File: src/rtl/saradc_pkg.sv
// Shared types and default sizing for the SAR ADC successive-approximation controller.
package saradc_pkg;

  localparam int DEF_NBITS       = 8;
  localparam int DEF_SAMPLE_CYC  = 2;
  localparam int DEF_TIMEOUT_CYC = 8;

  typedef enum logic [2:0] {
    ST_IDLE,
    ST_SAMPLE,
    ST_TRIAL,
    ST_WAIT,
    ST_DONE
  } sar_state_e;

endpackage

File: src/rtl/saradc_sar_logic_if.sv
// Control/data bundle between the SAR controller (master) and the analog front end / system (slave).
interface saradc_sar_logic_if #(
  parameter int NBITS = saradc_pkg::DEF_NBITS
);

  logic             start;
  logic             comp_valid;
  logic             comp_out;
  logic             sample;
  logic             comp_en;
  logic [NBITS-1:0] dac_p;
  logic [NBITS-1:0] data;
  logic             busy;
  logic             done;
  logic             timeout;

  modport master (
    input  start, comp_valid, comp_out,
    output sample, comp_en, dac_p, data, busy, done, timeout
  );

  modport slave (
    output start, comp_valid, comp_out,
    input  sample, comp_en, dac_p, data, busy, done, timeout
  );

endinterface

File: src/rtl/saradc_timeout_cnt.sv
// Comparator-decision watchdog: down-counter loaded with TIMEOUT_CYC-1, expired at terminal count.
module saradc_timeout_cnt
  import saradc_pkg::*;
#(
  parameter int TIMEOUT_CYC = DEF_TIMEOUT_CYC
) (
  input  logic clk,
  input  logic rstn,
  input  logic load,
  input  logic en,
  output logic expired
);

  localparam int CW = $clog2(TIMEOUT_CYC + 1);

  logic [CW-1:0] cnt_q;

  always_ff @(posedge clk or negedge rstn) begin
    if (!rstn) begin
      cnt_q <= '0;
    end else if (load) begin
      cnt_q <= CW'(TIMEOUT_CYC - 1);
    end else if (en && (cnt_q != '0)) begin
      cnt_q <= cnt_q - CW'(1);
    end
  end

  assign expired = (cnt_q == '0);

endmodule

File: src/rtl/saradc_sar_logic.sv
// Successive-approximation controller: sample, then resolve one DAC bit per TRIAL/WAIT pair, MSB first.
//
// state  | meaning
// IDLE   | waiting for start; dac_p/data/timeout hold last conversion
// SAMPLE | sampling switch closed for SAMPLE_CYC cycles
// TRIAL  | trial bit set, comparator triggered, watchdog loaded
// WAIT   | waiting for comp_valid or watchdog expiry to resolve bit idx
// DONE   | result published with a one-cycle done pulse
module saradc_sar_logic
  import saradc_pkg::*;
#(
  parameter int NBITS       = DEF_NBITS,
  parameter int SAMPLE_CYC  = DEF_SAMPLE_CYC,
  parameter int TIMEOUT_CYC = DEF_TIMEOUT_CYC
) (
  input logic                clk,
  input logic                rstn,
  saradc_sar_logic_if.master bus
);

  localparam int IW = $clog2(NBITS);
  localparam int SW = $clog2(SAMPLE_CYC + 1);

  sar_state_e       state_q, state_d;
  logic [NBITS-1:0] dac_p_q, dac_p_d;
  logic [NBITS-1:0] data_q, data_d;
  logic [IW-1:0]    idx_q, idx_d;
  logic [SW-1:0]    samp_cnt_q, samp_cnt_d;
  logic             sample_q, sample_d;
  logic             comp_en_q, comp_en_d;
  logic             busy_q, busy_d;
  logic             done_q, done_d;
  logic             timeout_q, timeout_d;
  logic             tmo_load, tmo_en, tmo_expired;

  saradc_timeout_cnt #(
    .TIMEOUT_CYC(TIMEOUT_CYC)
  ) u_tmo (
    .clk     (clk),
    .rstn    (rstn),
    .load    (tmo_load),
    .en      (tmo_en),
    .expired (tmo_expired)
  );

  always_ff @(posedge clk or negedge rstn) begin
    if (!rstn) begin
      state_q    <= ST_IDLE;
      dac_p_q    <= '0;
      data_q     <= '0;
      idx_q      <= '0;
      samp_cnt_q <= '0;
      sample_q   <= 1'b0;
      comp_en_q  <= 1'b0;
      busy_q     <= 1'b0;
      done_q     <= 1'b0;
      timeout_q  <= 1'b0;
    end else begin
      state_q    <= state_d;
      dac_p_q    <= dac_p_d;
      data_q     <= data_d;
      idx_q      <= idx_d;
      samp_cnt_q <= samp_cnt_d;
      sample_q   <= sample_d;
      comp_en_q  <= comp_en_d;
      busy_q     <= busy_d;
      done_q     <= done_d;
      timeout_q  <= timeout_d;
    end
  end

  // Outputs are computed for the next state so every port comes straight from a flop.
  always_comb begin
    state_d    = state_q;
    dac_p_d    = dac_p_q;
    data_d     = data_q;
    idx_d      = idx_q;
    samp_cnt_d = samp_cnt_q;
    sample_d   = 1'b0;
    comp_en_d  = 1'b0;
    done_d     = 1'b0;
    timeout_d  = timeout_q;
    tmo_load   = 1'b0;
    tmo_en     = 1'b0;

    unique case (state_q)
      ST_IDLE: begin
        if (bus.start) begin
          state_d    = ST_SAMPLE;
          sample_d   = 1'b1;
          timeout_d  = 1'b0;
          dac_p_d    = '0;
          samp_cnt_d = SW'(SAMPLE_CYC - 1);
          idx_d      = IW'(NBITS - 1);
        end
      end
      ST_SAMPLE: begin
        if (samp_cnt_q == '0) begin
          state_d          = ST_TRIAL;
          dac_p_d[idx_q]   = 1'b1;
          comp_en_d        = 1'b1;
        end else begin
          samp_cnt_d = samp_cnt_q - SW'(1);
          sample_d   = 1'b1;
        end
      end
      ST_TRIAL: begin
        tmo_load = 1'b1;
        state_d  = ST_WAIT;
      end
      ST_WAIT: begin
        tmo_en = 1'b1;
        // comp_valid wins over a simultaneous expiry; a timed-out bit resolves to 0
        if (bus.comp_valid || tmo_expired) begin
          dac_p_d[idx_q] = bus.comp_valid & bus.comp_out;
          if (!bus.comp_valid) begin
            timeout_d = 1'b1;
          end
          if (idx_q == '0) begin
            state_d = ST_DONE;
            done_d  = 1'b1;
            data_d  = dac_p_d;
          end else begin
            idx_d          = idx_q - IW'(1);
            dac_p_d[idx_d] = 1'b1;
            comp_en_d      = 1'b1;
            state_d        = ST_TRIAL;
          end
        end
      end
      ST_DONE: begin
        state_d = ST_IDLE;
      end
      default: begin
        state_d = ST_IDLE;
      end
    endcase

    busy_d = (state_d != ST_IDLE);
  end

  assign bus.sample  = sample_q;
  assign bus.comp_en = comp_en_q;
  assign bus.dac_p   = dac_p_q;
  assign bus.data    = data_q;
  assign bus.busy    = busy_q;
  assign bus.done    = done_q;
  assign bus.timeout = timeout_q;

endmodule
File: src/flat_wrapper.sv
// flat-port wrapper written by rule: the top's interface ports become plain ports
module saradc_sar_logic_flat import saradc_pkg::*;
#(
  parameter int NBITS       = DEF_NBITS,
  parameter int SAMPLE_CYC  = DEF_SAMPLE_CYC,
  parameter int TIMEOUT_CYC = DEF_TIMEOUT_CYC
)
  (clk, rstn, bus_start, bus_comp_valid, bus_comp_out, bus_sample, bus_comp_en, bus_dac_p, bus_data, bus_busy, bus_done, bus_timeout);
  saradc_sar_logic_if #(.NBITS(NBITS)) bus_i ();
  input logic clk;
  input logic rstn;
  input wire logic [$bits(bus_i.start)-1:0] bus_start;
  input wire logic [$bits(bus_i.comp_valid)-1:0] bus_comp_valid;
  input wire logic [$bits(bus_i.comp_out)-1:0] bus_comp_out;
  output wire logic [$bits(bus_i.sample)-1:0] bus_sample;
  output wire logic [$bits(bus_i.comp_en)-1:0] bus_comp_en;
  output wire logic [$bits(bus_i.dac_p)-1:0] bus_dac_p;
  output wire logic [$bits(bus_i.data)-1:0] bus_data;
  output wire logic [$bits(bus_i.busy)-1:0] bus_busy;
  output wire logic [$bits(bus_i.done)-1:0] bus_done;
  output wire logic [$bits(bus_i.timeout)-1:0] bus_timeout;
  assign bus_i.start = bus_start;
  assign bus_i.comp_valid = bus_comp_valid;
  assign bus_i.comp_out = bus_comp_out;
  assign bus_sample = bus_i.sample;
  assign bus_comp_en = bus_i.comp_en;
  assign bus_dac_p = bus_i.dac_p;
  assign bus_data = bus_i.data;
  assign bus_busy = bus_i.busy;
  assign bus_done = bus_i.done;
  assign bus_timeout = bus_i.timeout;
  saradc_sar_logic #(.NBITS(NBITS), .SAMPLE_CYC(SAMPLE_CYC), .TIMEOUT_CYC(TIMEOUT_CYC)) u_core (.clk(clk), .rstn(rstn), .bus(bus_i));
endmodule
File: config.mk
export PLATFORM = sky130hd
export DESIGN_NAME = saradc_sar_logic_flat
export DESIGN_NICKNAME = d
export VERILOG_FILES = /design/src/rtl/saradc_pkg.sv /design/src/rtl/saradc_sar_logic_if.sv /design/src/rtl/saradc_timeout_cnt.sv /design/src/rtl/saradc_sar_logic.sv /design/src/flat_wrapper.sv
export SDC_FILE = /design/constraint.sdc
export NUM_CORES = 1
export LEC_CHECK = 0
export ABC_CLOCK_PERIOD_IN_PS = 3000
export CORE_MARGIN = 3
export CORE_UTILIZATION = 55
export CTS_CLUSTER_DIAMETER = 120
export DETAILED_ROUTE_END_ITERATION = 16
export PLACE_DENSITY = 0.9
export SYNTH_ARGS = -nofsm -noshare
export SYNTH_HDL_FRONTEND = slang
export SYNTH_SLANG_ARGS = --single-unit
File: constraint.sdc
create_clock -name clk -period 3 [get_ports clk]
set_clock_uncertainty 0.1 [all_clocks]
set_input_delay 0.75 -clock clk [delete_from_list [all_inputs] [get_ports clk]]
set_output_delay 0.75 -clock clk [all_outputs]
set_load 0.01 [all_outputs]
==> flow_metrics.py <==
metrics = {
    "hold_path": {
        "hold_class": "reg2reg",
    },
    "timing": {
        "worstMarginPinSlew_ns": 0.990,
        "clock.fmax_ghz": 0.425,
        "rsz0062_at_grt": "no",
        "period_minus_slack_ns": 2.35,
        "final-setup-viol-count": 0,
        "slew_violations": 0,
        "period_share_pct": 78.5,
        "hold_slack_ns": 0.390,
        "hold_violations": 0,
        "tns_ns": 0,
        "setup_ws_ns": 0.645,
        "max-slew-margin-rel_pct": 33.8,
    },
    "route": {
        "drc_errors": 0,
        "drt_iter0_markers": 83,
        "wirelength_mm": 4.05,
        "wire_per_inst_um": 15.4,
        "dr_total_vias": 1518,
        "drtAntennaViolNets": 0,
        "via_per_inst": 5.77,
        "drtPass1Iterations": 4,
    },
    "synthesis": {
        "synth.top_cell.area_share_pct": 41.5,
        "synth.cell_area_um2": 1990,
        "ys_top_cells_by_count": "dfrtp_1, mux2_2, inv_1",
        "netlist_instances": 186,
        "yosysSeqAreaShare_pct": 41.5,
        "post-synth-top-count-cell": "dfrtp_1",
        "synthTopCellsByArea": "dfrtp_1, mux2_2, a2bb2oi_2",
        "yosys_warnings": 0,
        "synth_cell_type_count": 45,
        "synth_nets": 195,
        "synth_ff_type": "dfrtp_1",
        "synth_top_area_cell": "dfrtp_1",
        "avgSynthCellArea_um2": 10.7,
        "async_flop_share_pct": 100,
        "synth.ff_latch_count": 33,
        "synth_edf_count": 0,
    },
    "setup_path": {
        "arrival_ns": 2.48,
        "worstPathCellList": "inv_1 > ha_1 > nor2b_1 > nor3_1 > o311a_2 > a2bb2oi_2",
        "start_kind": "register",
        "cp_max_fo": 12,
        "cp.required_ns": 3.13,
        "slowest_stage": "nor2b_1",
        "critPathKind": "reg2reg",
        "critPathCaptureType": "register",
        "max_stage_delay_ns": 0.78,
    },
    "layout": {
        "finalNetCount": 226,
        "fin_cells": 263,
        "syn_to_final_growth_pct": 18.6,
        "layout-drive-gt1-share_pct": 28.1,
        "final_area_um2": 2360,
        "num_antenna_cells": 0,
        "final_core_util_pct": 69.0,
    },
    "power": {
        "pwr-share-comb_pct": 56.9,
        "power_frac_seq_pct": 32.1,
        "power_mw": 2.34,
        "switching_power_uw": 964,
        "p_int_mw": 1.38,
        "ir_drop_v": 0.000539,
        "power.density_nw_per_um2": 992,
        "clkPwrFrac_pct": 11.0,
        "power_leakage_nw": 1.11,
        "p_sw_share_pct": 41.2,
    },
    "die": {
        "start_util_pct": 58.2,
        "dieHeight_um": 66.1,
        "die_w_um": 66.1,
        "placementRows": 21,
        "dieArea_um2": 4370,
        "boundaryPins": 26,
        "coreArea_um2": 3420,
    },
    "place": {
        "pre_cts_slack_ns": 0.331,
        "place_area_um2": 2300,
        "post-dp-hpwl_mm": 2.83,
        "portBuffers": 25,
        "place_congestion": 0.793,
        "place_inst": 256,
    },
    "global_routing": {
        "grt_max_degree": 34,
        "grt_overflow": 0,
        "antenna_found_initial": 0,
        "grt_first_pass_wirelength_mm": 6.91,
        "grt_use_total_pct": 21.2,
        "grt_pass1_vias": 1424,
    },
    "cts": {
        "clkTransAtPathRegs_ns": 0.10,
        "clock_latency_ns": 0.35,
        "cts_tree": "yes",
        "cts_sinks": 33,
        "cts-root-buf": "clkbuf_4",
        "htreeDepth": 2,
        "cts_buffers": 5,
        "hold_buffers": 0,
        "clockBufferDepth": 2,
        "cts_setup_buffers": 0,
        "cts_resized": 0,
    },
    "run_status": {
        "outcome": "completed",
    },
    "run": {
        "drv_cap": 0,
    },
}
-- kinds of logic after synthesis --
logic type               share of synthesized area [%]
flip-flops                                        41.5
AND/OR/NAND/NOR                                   17.3
buffers and inverters                             5.91
adder cells (fa/ha/maj)                           2.52
XOR/XNOR                                         0.881
AO/OA/AOI/OAI                                     21.7
multiplexers                                      10.2
-- per-layer routing --
layer | global-route usage (%) | wire [um] | vias to the layer above | share of wire (%)
met1 | 28.1 | 1840 | 734 | 45
met4 | 9.14 | 107 | 0 | 2.6
met5 | 0 | 0 | - | 0
met3 | 6.46 | 180 | 9 | 4.4
li1 | - | - | 738 | -
met2 | 31.8 | 1930 | 37 | 48
-- layout make-up --
class	instances	area, um2
Clock buffer	7	55.1
Timing Repair Buffer	34	318
Tap cell	46	57.6
Sequential cell	33	826
Multi-Input combinational cell	128	1050
Fill cell	273	1060
Inverter	15	56.3
-- state kept, by name, summed over array words and instances (netlist names) --
name,count
u_core.bus.dac_p,8
u_core.bus.data,8
u_core.u_tmo.cnt_q,4
u_core.idx_q,3
u_core.state_q,3
u_core.samp_cnt_q,2
u_core.bus.busy,1
u_core.bus.comp_en,1
u_core.bus.done,1
u_core.bus.sample,1
u_core.bus.timeout,1
-- critical path: cells and delay by family, from the launching register on --
family                   cells  cell delay (ns)
adder cells (fa/ha/maj)      1             0.14
AO/OA/AOI/OAI                2             0.52
buffers and inverters        1             0.08
flip-flops                   1             0.39
AND/OR/NAND/NOR              2             1.00
-- cell usage in the layout, fill, tap and decap left out, types with 2 or more instances in the layout --
master,netlist,layout
nor2_1,3,3
o311a_2,7,7
a2bb2oi_2,7,7
or2_2,3,3
a21o_1,2,2
nand3b_1,5,5
inv_1,15,15
dfrtp_1,33,33
nor2b_1,2,2
clkdlybuf4s50_1,0,25
nand3_1,2,2
a21oi_1,8,8
nand2b_1,6,6
o21ai_0,11,11
mux2_2,18,18
nor3b_1,4,4
or3_1,2,2
nor3_1,10,10
clkbuf_4,0,5
nand2_1,9,9
nor4_1,3,3
buf_4,3,9
or3b_2,2,2
ha_1,4,4
-- path summary, 6_finish.rpt --
path | to | depth (start not counted) | slack, ns | from
min in group asynchronous | u_core.bus.data[6] | 2 | 0.70 | rstn
max reg2reg | u_core.bus.dac_p[4] | 6 | 0.65 | u_core.idx_q[0]
min | u_core.samp_cnt_q[1] | 2 | 0.39 | u_core.samp_cnt_q[1]
max in group asynchronous | u_core.bus.done | 2 | 1.79 | rstn
min reg2reg | u_core.samp_cnt_q[1] | 2 | 0.39 | u_core.samp_cnt_q[1]
max | u_core.bus.dac_p[4] | 6 | 0.65 | u_core.idx_q[0]
-- power groups by stage --
| stage | clock network, mW | registers [mW] | logic [mW] |
|---|---|---|---|
| after floorplan | 0 | 0.743 | 0.934 |
| after global placement | 0 | 0.745 | 1.29 |
| after detailed placement | 0 | 0.757 | 1.33 |
| after CTS | 0.264 | 0.748 | 1.34 |
| after global routing | 0.291 | 0.773 | 1.47 |
| final | 0.258 | 0.751 | 1.33 |
No activity file was read; power rests on OpenSTA's default activity.
